[src/rtl/cond_fetch_unit_pkg.sv]
// Shared definitions for the conditional fetch unit: ARM condition codes,
// flag bit positions and the word/flag types used across the block.
package cond_fetch_unit_pkg;

    localparam logic [3:0] COND_EQ = 4'b0000;
    localparam logic [3:0] COND_NE = 4'b0001;
    localparam logic [3:0] COND_CS = 4'b0010;
    localparam logic [3:0] COND_CC = 4'b0011;
    localparam logic [3:0] COND_MI = 4'b0100;
    localparam logic [3:0] COND_PL = 4'b0101;
    localparam logic [3:0] COND_VS = 4'b0110;
    localparam logic [3:0] COND_VC = 4'b0111;
    localparam logic [3:0] COND_HI = 4'b1000;
    localparam logic [3:0] COND_LS = 4'b1001;
    localparam logic [3:0] COND_GE = 4'b1010;
    localparam logic [3:0] COND_LT = 4'b1011;
    localparam logic [3:0] COND_GT = 4'b1100;
    localparam logic [3:0] COND_LE = 4'b1101;
    localparam logic [3:0] COND_AL = 4'b1110;
    localparam logic [3:0] COND_NV = 4'b1111;

    localparam int FLAG_N = 3;
    localparam int FLAG_Z = 2;
    localparam int FLAG_C = 1;
    localparam int FLAG_V = 0;

    localparam int WORD_BYTES = 4;

    typedef logic [3:0]  cond_t;
    typedef logic [3:0]  flags_t;
    typedef logic [31:0] word_t;

    // Signed-comparison helper shared by GE/LT/GT/LE: true when N equals V.
    function automatic logic n_eq_v(input flags_t f);
        return f[FLAG_N] == f[FLAG_V];
    endfunction

endpackage

[src/rtl/cond_fetch_unit_cond_eval.sv]
// Pure combinational ARM condition-code decoder: maps a 4-bit condition
// field and the {N,Z,C,V} flags to a single "condition holds" bit.
module cond_eval
    import cond_fetch_unit_pkg::*;
(
    input  logic [3:0] cond,
    input  logic [3:0] flags,
    output logic       asserted
);

    logic n;
    logic z;
    logic c;
    logic v;
    logic nv_eq;

    assign n     = flags[FLAG_N];
    assign z     = flags[FLAG_Z];
    assign c     = flags[FLAG_C];
    assign v     = flags[FLAG_V];
    assign nv_eq = n_eq_v(flags);

    // NV is reserved and never executes, so it decodes to 0 like the default.
    always_comb begin
        asserted = 1'b0;
        unique case (cond)
            COND_EQ: asserted = z;
            COND_NE: asserted = !z;
            COND_CS: asserted = c;
            COND_CC: asserted = !c;
            COND_MI: asserted = n;
            COND_PL: asserted = !n;
            COND_VS: asserted = v;
            COND_VC: asserted = !v;
            COND_HI: asserted = c && !z;
            COND_LS: asserted = !c || z;
            COND_GE: asserted = nv_eq;
            COND_LT: asserted = !nv_eq;
            COND_GT: asserted = !z && nv_eq;
            COND_LE: asserted = z || !nv_eq;
            COND_AL: asserted = 1'b1;
            COND_NV: asserted = 1'b0;
            default: asserted = 1'b0;
        endcase
    end

endmodule

[src/rtl/cond_fetch_unit.sv]
// Fetch-stage helper: byte-addressed instruction memory with a big-endian
// word read port, the status flag register and the branch-taken decision.
module cond_fetch_unit
    import cond_fetch_unit_pkg::*;
#(
    parameter int MEM_DEPTH = 256,
    parameter int ADDR_W    = 32
) (
    input  logic              clk,
    input  logic              reset,
    input  logic              mem_en,
    input  logic [ADDR_W-1:0] mem_addr,
    output logic [31:0]       mem_dout,
    input  logic              ld_we,
    input  logic [7:0]        ld_addr,
    input  logic [7:0]        ld_data,
    input  logic [3:0]        cc_in,
    input  logic              s,
    output logic [3:0]        cc_out,
    input  logic [3:0]        instr_cond,
    input  logic              b_instr,
    output logic              asserted,
    output logic              choose_ta_r_nop
);

    localparam int AW = $clog2(MEM_DEPTH);

    logic [7:0]    mem [MEM_DEPTH];
    logic [AW-1:0] base_addr;
    word_t         rd_word;
    flags_t        status_q;
    logic          cond_true;
    logic          unused_addr_bits;

    assign base_addr        = mem_addr[AW-1:0];
    assign unused_addr_bits = ^{mem_addr[ADDR_W-1:AW], ld_addr};

    // Preload port; memory is deliberately left out of reset.
    always_ff @(posedge clk) begin
        if (ld_we) begin
            mem[ld_addr[AW-1:0]] <= ld_data;
        end
    end

    // Byte offsets are added in AW bits so the word wraps around the array.
    always_comb begin
        rd_word = '0;
        if (mem_en) begin
            for (int i = 0; i < WORD_BYTES; i++) begin
                rd_word[31 - 8*i -: 8] = mem[base_addr + AW'(i)];
            end
        end
    end

    assign mem_dout = rd_word;

    always_ff @(posedge clk or posedge reset) begin
        if (reset) begin
            status_q <= '0;
        end else if (s) begin
            status_q <= cc_in;
        end
    end

    assign cc_out = status_q;

    // Evaluate on the live ALU flags so a flag-setting op feeds its own branch.
    cond_eval u_cond_eval (
        .cond     (instr_cond),
        .flags    (cc_in),
        .asserted (cond_true)
    );

    assign asserted        = cond_true;
    assign choose_ta_r_nop = cond_true & b_instr;

endmodule

[config.mk]
export PLATFORM = sky130hd
export DESIGN_NAME = cond_fetch_unit
export DESIGN_NICKNAME = d
export VERILOG_FILES = /design/src/rtl/cond_fetch_unit_pkg.sv /design/src/rtl/cond_fetch_unit_cond_eval.sv /design/src/rtl/cond_fetch_unit.sv
export SDC_FILE = /design/constraint.sdc
export NUM_CORES = 2
export LEC_CHECK = 0
export CAP_MARGIN = 20
export CORE_MARGIN = 3
export CORE_UTILIZATION = 58
export CTS_CLUSTER_DIAMETER = 40
export DETAILED_ROUTE_END_ITERATION = 10
export GPL_ROUTABILITY_DRIVEN = 1
export PLACE_DENSITY = 0.77
export SLEW_MARGIN = 20
export SYNTH_ARGS = -nofsm -noshare
export SYNTH_HDL_FRONTEND = slang
export SYNTH_SLANG_ARGS = --single-unit
[constraint.sdc]
create_clock -name clk -period 4.51 [get_ports clk]
set_input_delay 0.451 -clock clk [delete_from_list [all_inputs] [get_ports clk]]
set_output_delay 0.451 -clock clk [all_outputs]
set_load 0.03 [all_outputs]
* After elaboration in Yosys (flattened, before gate mapping) *
Memories as Yosys holds them, arrays and structs flattened.
Index checks and enable logic that the tools add are counted.

operators by class
  add/subtract/negate cells = 3
  equality and inequality tests = 16
  mux-type cells = 4
  bitwise gates (word level) = 1
  reduce and logical (&&, ||, !) cells = 10

operators with widths
  kind                   number
  $eq A4 B4 Y1 const B   8
  $mux W32               1
  $add A8 B2 Y8 const B  2
  $eq A4 B3 Y1 const B   4
  $pmux W1 S16           1
  $add A8 B1 Y8 const B  1
  $eq A4 B2 Y1 const B   2
  $logic_not A1 Y1       5
  $eq A4 B1 Y1 const B   1
  $logic_not A4 Y1       1
  $logic_and A1 B1 Y1    2
  $logic_or A1 B1 Y1     2
  $mux W1                2
  $and A1 B1 Y1          1
  $eq A1 B1 Y1           1

storage, ports and cells
  bits in registers = 4
  RAM bits = 2048
  input port bits = 62
  output and inout bits = 38
  logic and storage cells = 36
  memories kept = 1

memories
  memory  words  bits a word  read ports  clocked after Yosys merged registers in  write ports  RTL line               text
  mem     256    8            4           0                                        1            cond_fetch_unit.sv:28  logic [7:0] mem [MEM_DEPTH];

* Depth between registers and ports, before layout *
  depth after elaboration = 5
  gate-level depth with buffers = 21
  gate-level depth less buffers = 9

* Cells and area by module *
Synthesis repeated with hierarchy kept, for this count alone.

second synthesis, totals
  cells, all modules = 7231
  area, all modules = 129455.4 um^2

modules (own cells, without submodules)
  module           instances  cells an instance  area each (um^2)  sequential area each (um^2)
  cond_fetch_unit  1          7208               129300.3          61599.1
  cond_eval        1          23                 155.1             0.0

* Least setup slack after synthesis *
No wires, ideal clock.

  path kind = in2out
  start = in mem_addr[0]
  end = out mem_dout[7]
  arrival time = 4305 ps
  required time = 4059 ps
  path slack = -246 ps
  cell stages on the path = 21
  buffers on the path = 12
  path through = buf_6 -> buf_8 -> buf_6 -> buf_6 -> buf_4 -> inv_1 -> buf_2 -> buf_2 -> ha_1 -> buf_2 -> buf_2 -> buf_2 -> buf_2 -> clkbuf_1 -> mux4_2 -> nor2_1 -> nor2_1 -> o2111ai_1 -> o22ai_1 -> nor2_1 -> o221ai_1

between the ends
  cells in the longest elaborated chain, start to end = 3

ends and longest elaborated chain
  element          RTL line               text
  from (decl)      cond_fetch_unit.sv:12  input logic [ADDR_W-1:0] mem_addr,
  $add A8 B2 Y8    cond_fetch_unit.sv:50  rd_word[31 - 8*i -: 8] = mem[base_addr + AW'(i)];
  $mem_v2 Z256 W8  -
  $mux W32         cond_fetch_unit.sv:48  if (mem_en) begin
  to (decl)        cond_fetch_unit.sv:13  output logic [31:0] mem_dout,

Every way passes these cells.

* Worst setup path in the final report *
  start = in mem_addr[0]
  end = out mem_dout[19]

between the ends
  cells in the longest elaborated chain, start to end = 3

ends and longest elaborated chain
  element          RTL line
  $add A8 B1 Y8    cond_fetch_unit.sv:50
  $mem_v2 Z256 W8  -
  $mux W32         cond_fetch_unit.sv:48

Every way passes these cells.

==> key figures <==
Outcome
  • Status: complete, but fails checks
  • Failing checks: negative setup slack

Yosys
  • Post-synthesis sequential area ratio: 47.2%
  • Netlist Area Pre-Place: 131,000 um2
  • EDFF count, synth: 2,048
  • Mapped Cells: 7,965
  • Synthesized flop and latch total: 2,052
  • Mean post-synth cell area: 16.4 um2
  • Async set or reset register ratio after synthesis: 0.195%
  • Most used flip-flop cell after synthesis: edfxtp_1
  • Syn_nets: 8,031
  • Post-synth top area share: 47.1%
  • Cells taking the most area after synthesis: edfxtp_1 (47%), mux4_2 (36%), mux2i_1 (2.6%), nand2_1 (2.4%), nor2_1 (1.7%)
  • Number of warnings issued by yosys: 0
  • Dominant cell type by area after synthesis: edfxtp_1
  • Post-synthesis cell type count: 71

Placement
  • Routability Congestion: 1.06
  • Number of port buffers: 75
  • Hpwl dp: 342,000 um
  • Placed cell areas: 141,000 um2

Worst setup path
  • Crit path to: mem_dout[19]
  • Crit Reg-Reg Endpoint: cc_out[2]
  • Crit path top cell by count: buf_12
  • Worst-path cell with the longest stage delay: mux4_2
  • Reg2Reg Depth: 1
  • Crit Path Max Fanout: 28
  • Slowest stage delay, CP: 0.72 ns
  • CP required: 4.06 ns
  • Setup crit start: mem_addr[0]
  • Crit end category: primary output
  • Crit path DAT: 4.24 ns
  • Crit start category: primary input
  • WP depth: 15
  • Worst r2r src: cc_out[2]
  • Reg2reg setup slack: 3.76 ns
  • CP bufs+invs: 8
  • Crit path max-delay family: buffers and inverters
  • WS Path Type: primary input to primary output
  • Crit-path cells: buf_16 -> buf_12 -> ha_1 -> buf_4 -> xnor2_4 -> buf_4 -> buf_12 -> buf_4 -> nand2_1 -> nand3_1 -> nand4_1 -> mux4_2 -> o22ai_2 -> buf_12 -> buf_12

Clocking
  • Clock Path Buffers: 4
  • CTS Buf Count: 341
  • Root buf cell: clkbuf_16
  • Clk_lat worst skew: 0.94 ns
  • CTS Sinks: 2,052
  • CTS tree: built
  • CTS clk-pin slew, worst paths: 0.05 ns
  • CTS H-Tree Depth: 5

Finish
  • Share of cells above drive strength 1: 44.3%
  • Final Core Density: 69.0%
  • Post-layout instance area: 154,000 um2
  • Nets: 8,734
  • P&R area growth vs syn: 17.8%
  • Fill cell count: 14,100

Job
  • Max Cap Violations: 0

Timing
  • Slew margin rel.: 26.9%
  • Final Critical Period: 4.69 ns
  • Aggregate negative setup slack: -1.32 ns
  • Final worst path period share: 104%
  • Clock skew: 0 ns
  • Fin worst setup slack: -0.179 ns
  • Final slew viol count: 0
  • Max Clk Rate: 0.213 GHz
  • RSZ-0062 raised after global routing: true
  • Final count of hold timing violations: 0
  • Worst slew pin tran: 1.10 ns
  • Setup-failing EPs final: 16

Worst hold path
  • Hold crit path type: primary input to register

Global route
  • GRT overflow: 0
  • Total global-route track usage: 44.1%
  • Initial antenna violation count: 35
  • Vias in the first global route: 93,800
  • First-pass GRT wire length: 712,000 um
  • Largest net degree at the start of global routing: 141

Floorplan
  • Num rows: 173
  • DIE WIDTH: 480 um
  • CORE AREA: 223,000 um2
  • Boundary pin count: 100
  • Height of the die: 480 um
  • Die Area: 231,000 um2
  • Initial core utilization: 58.5%

Route
  • DRT iter0 DRCs: 20,400
  • Total wire length: 512,000 um
  • Drt pass-1 iters: 10
  • # DRC: 0
  • Via density: 8.30
  • Drt wl/cell: 42.9 um
  • DR vias: 99,200
  • Antenna-violating nets left: 0

Pwr
  • Power Density: 375 nW/um2
  • VDD IR max: 0.460 mV
  • Pleak: 51.0 nW
sequential cells by signal, indices dropped and copies added (netlist names):
signal and cells:
mem 2048, cc_out 4
report_power, final:
part	total [mW]	internal [mW]	switching [mW]	leakage [nW]
logic	10.8	4.38	6.47	27.1
clock network	25.8	15.8	10.0	5.39
registers	21.1	21.0	0.0387	18.5
total	57.7	41.2	16.5	51.0
repair_timing:
item,4_1_cts,5_1_grt
endpoints found under the hold margin,91,18
gates cloned,0,5
hold buffers,3,1
resized for setup,34,84
setup endpoints to repair,13,26
setup buffers,16,18
pin swaps,6,16
placed cells by master (no fill, tap or decap), types with 24 or more instances in the layout:
cell and count:
mux4_2 2115, edfxtp_1 2048, buf_4 895, nand2_1 821, nor2_1 586, clkbuf_16 351, mux2i_1 323, nand3_1 280
buf_12 185, o22ai_1 155, nand4_1 100, a221oi_1 86, a21oi_1 67, a32oi_1 51, inv_6 50, clkinv_4 50
a22oi_1 47, o221ai_1 40, diode_2 38, clkinvlp_4 38, o21ai_0 32, clkinv_2 29, clkdlybuf4s50_1 29, a311oi_1 26
bufinv_16 26, and3_1 25, a31oi_1 24
cell usage after synthesis (all sizes together) (9+ instances only):
master   instances
a32oi           53
o21bai          11
buf            496
a41oi           12
inv              9
a21oi           73
a31oi           24
nor3            27
clkbuf         306
xnor2           14
nand2          831
a221oi          88
a211oi          17
mux2            15
nand3          285
nand4          100
o211ai          12
o21ai           47
a22oi           51
nor2b           13
o221ai          41
mux4          2115
mux2i          336
o2111ai         26
and2            13
a311oi          30
o22ai          169
and3            26
nor2           596
edfxtp        2048
area by class of cell:
type / instances / area [um2] / area share (%)
Clock inverter: 237 / 2460 / 1.60
Multi-Input combinational cell: 5102 / 65400 / 42.5
Sequential cell: 2052 / 61600 / 40.1
Inverter: 9 / 36.3 / 0.0236
Timing Repair Buffer: 1162 / 11700 / 7.63
Clock buffer: 367 / 8740 / 5.68
Antenna cell: 38 / 95.1 / 0.0619
Tap cell: 2975 / 3720 / 2.42
worst min path at each step:
stage,start,to,cells past startpoint,slack (ns)
6_report,ld_data[7],mem[196][7],1,0.05
5_1_grt,ld_data[6],mem[4][6],1,0.05
3_5_place_dp,cc_out[3],cc_out[3],1,0.50
2_1_floorplan,reset,cc_out[0],1,0.22
3_3_place_gp,cc_out[0],cc_out[0],1,0.49
4_1_cts,ld_data[6],mem[31][6],1,0.002
kinds of logic (layout without fill, tap and decap cells):
group	count (synthesis)	in the layout	synth area share (%)
multiplexers	2466	2466	39.2
flip-flops	2052	2052	47.2
AND/OR/NAND/NOR	1916	1916	6.17
buffers and inverters	811	1775	3.39
AO/OA/AOI/OAI	696	696	3.88
XOR/XNOR	20	20	0.140
adder cells (fa/ha/maj)	4	4	0.0383
other	0	38	0
stage by stage:
| step | instances | hold slack, ns | setup slack [ns] | power [mW] |
|---|---|---|---|---|
| finish | 11900 | 0.0522 | -0.179 | 57.7 |
| global route | 11900 | 0.0455 | -0.0827 | 58.6 |
| CTS | 11900 | 0.00197 | 0.00595 | 57.0 |
| detailed placement | 11300 | 0.503 | -0.370 | 31.4 |
| global placement | 11300 | 0.493 | -0.393 | 31.3 |
| floorplan | 7965 | 0.217 | -0.100 | 27.0 |
routing by layer:
layer | vias up | global-route usage, % | wire length, um
met2 | 11300 | 61.7 | 216000
met1 | 49300 | 54.2 | 149000
li1 | 35900 | - | -
met4 | 20 | 32.1 | 51200
met5 | - | 0.476 | 322
met3 | 2631 | 20.1 | 96100
(Power assumes the default switching activity.)
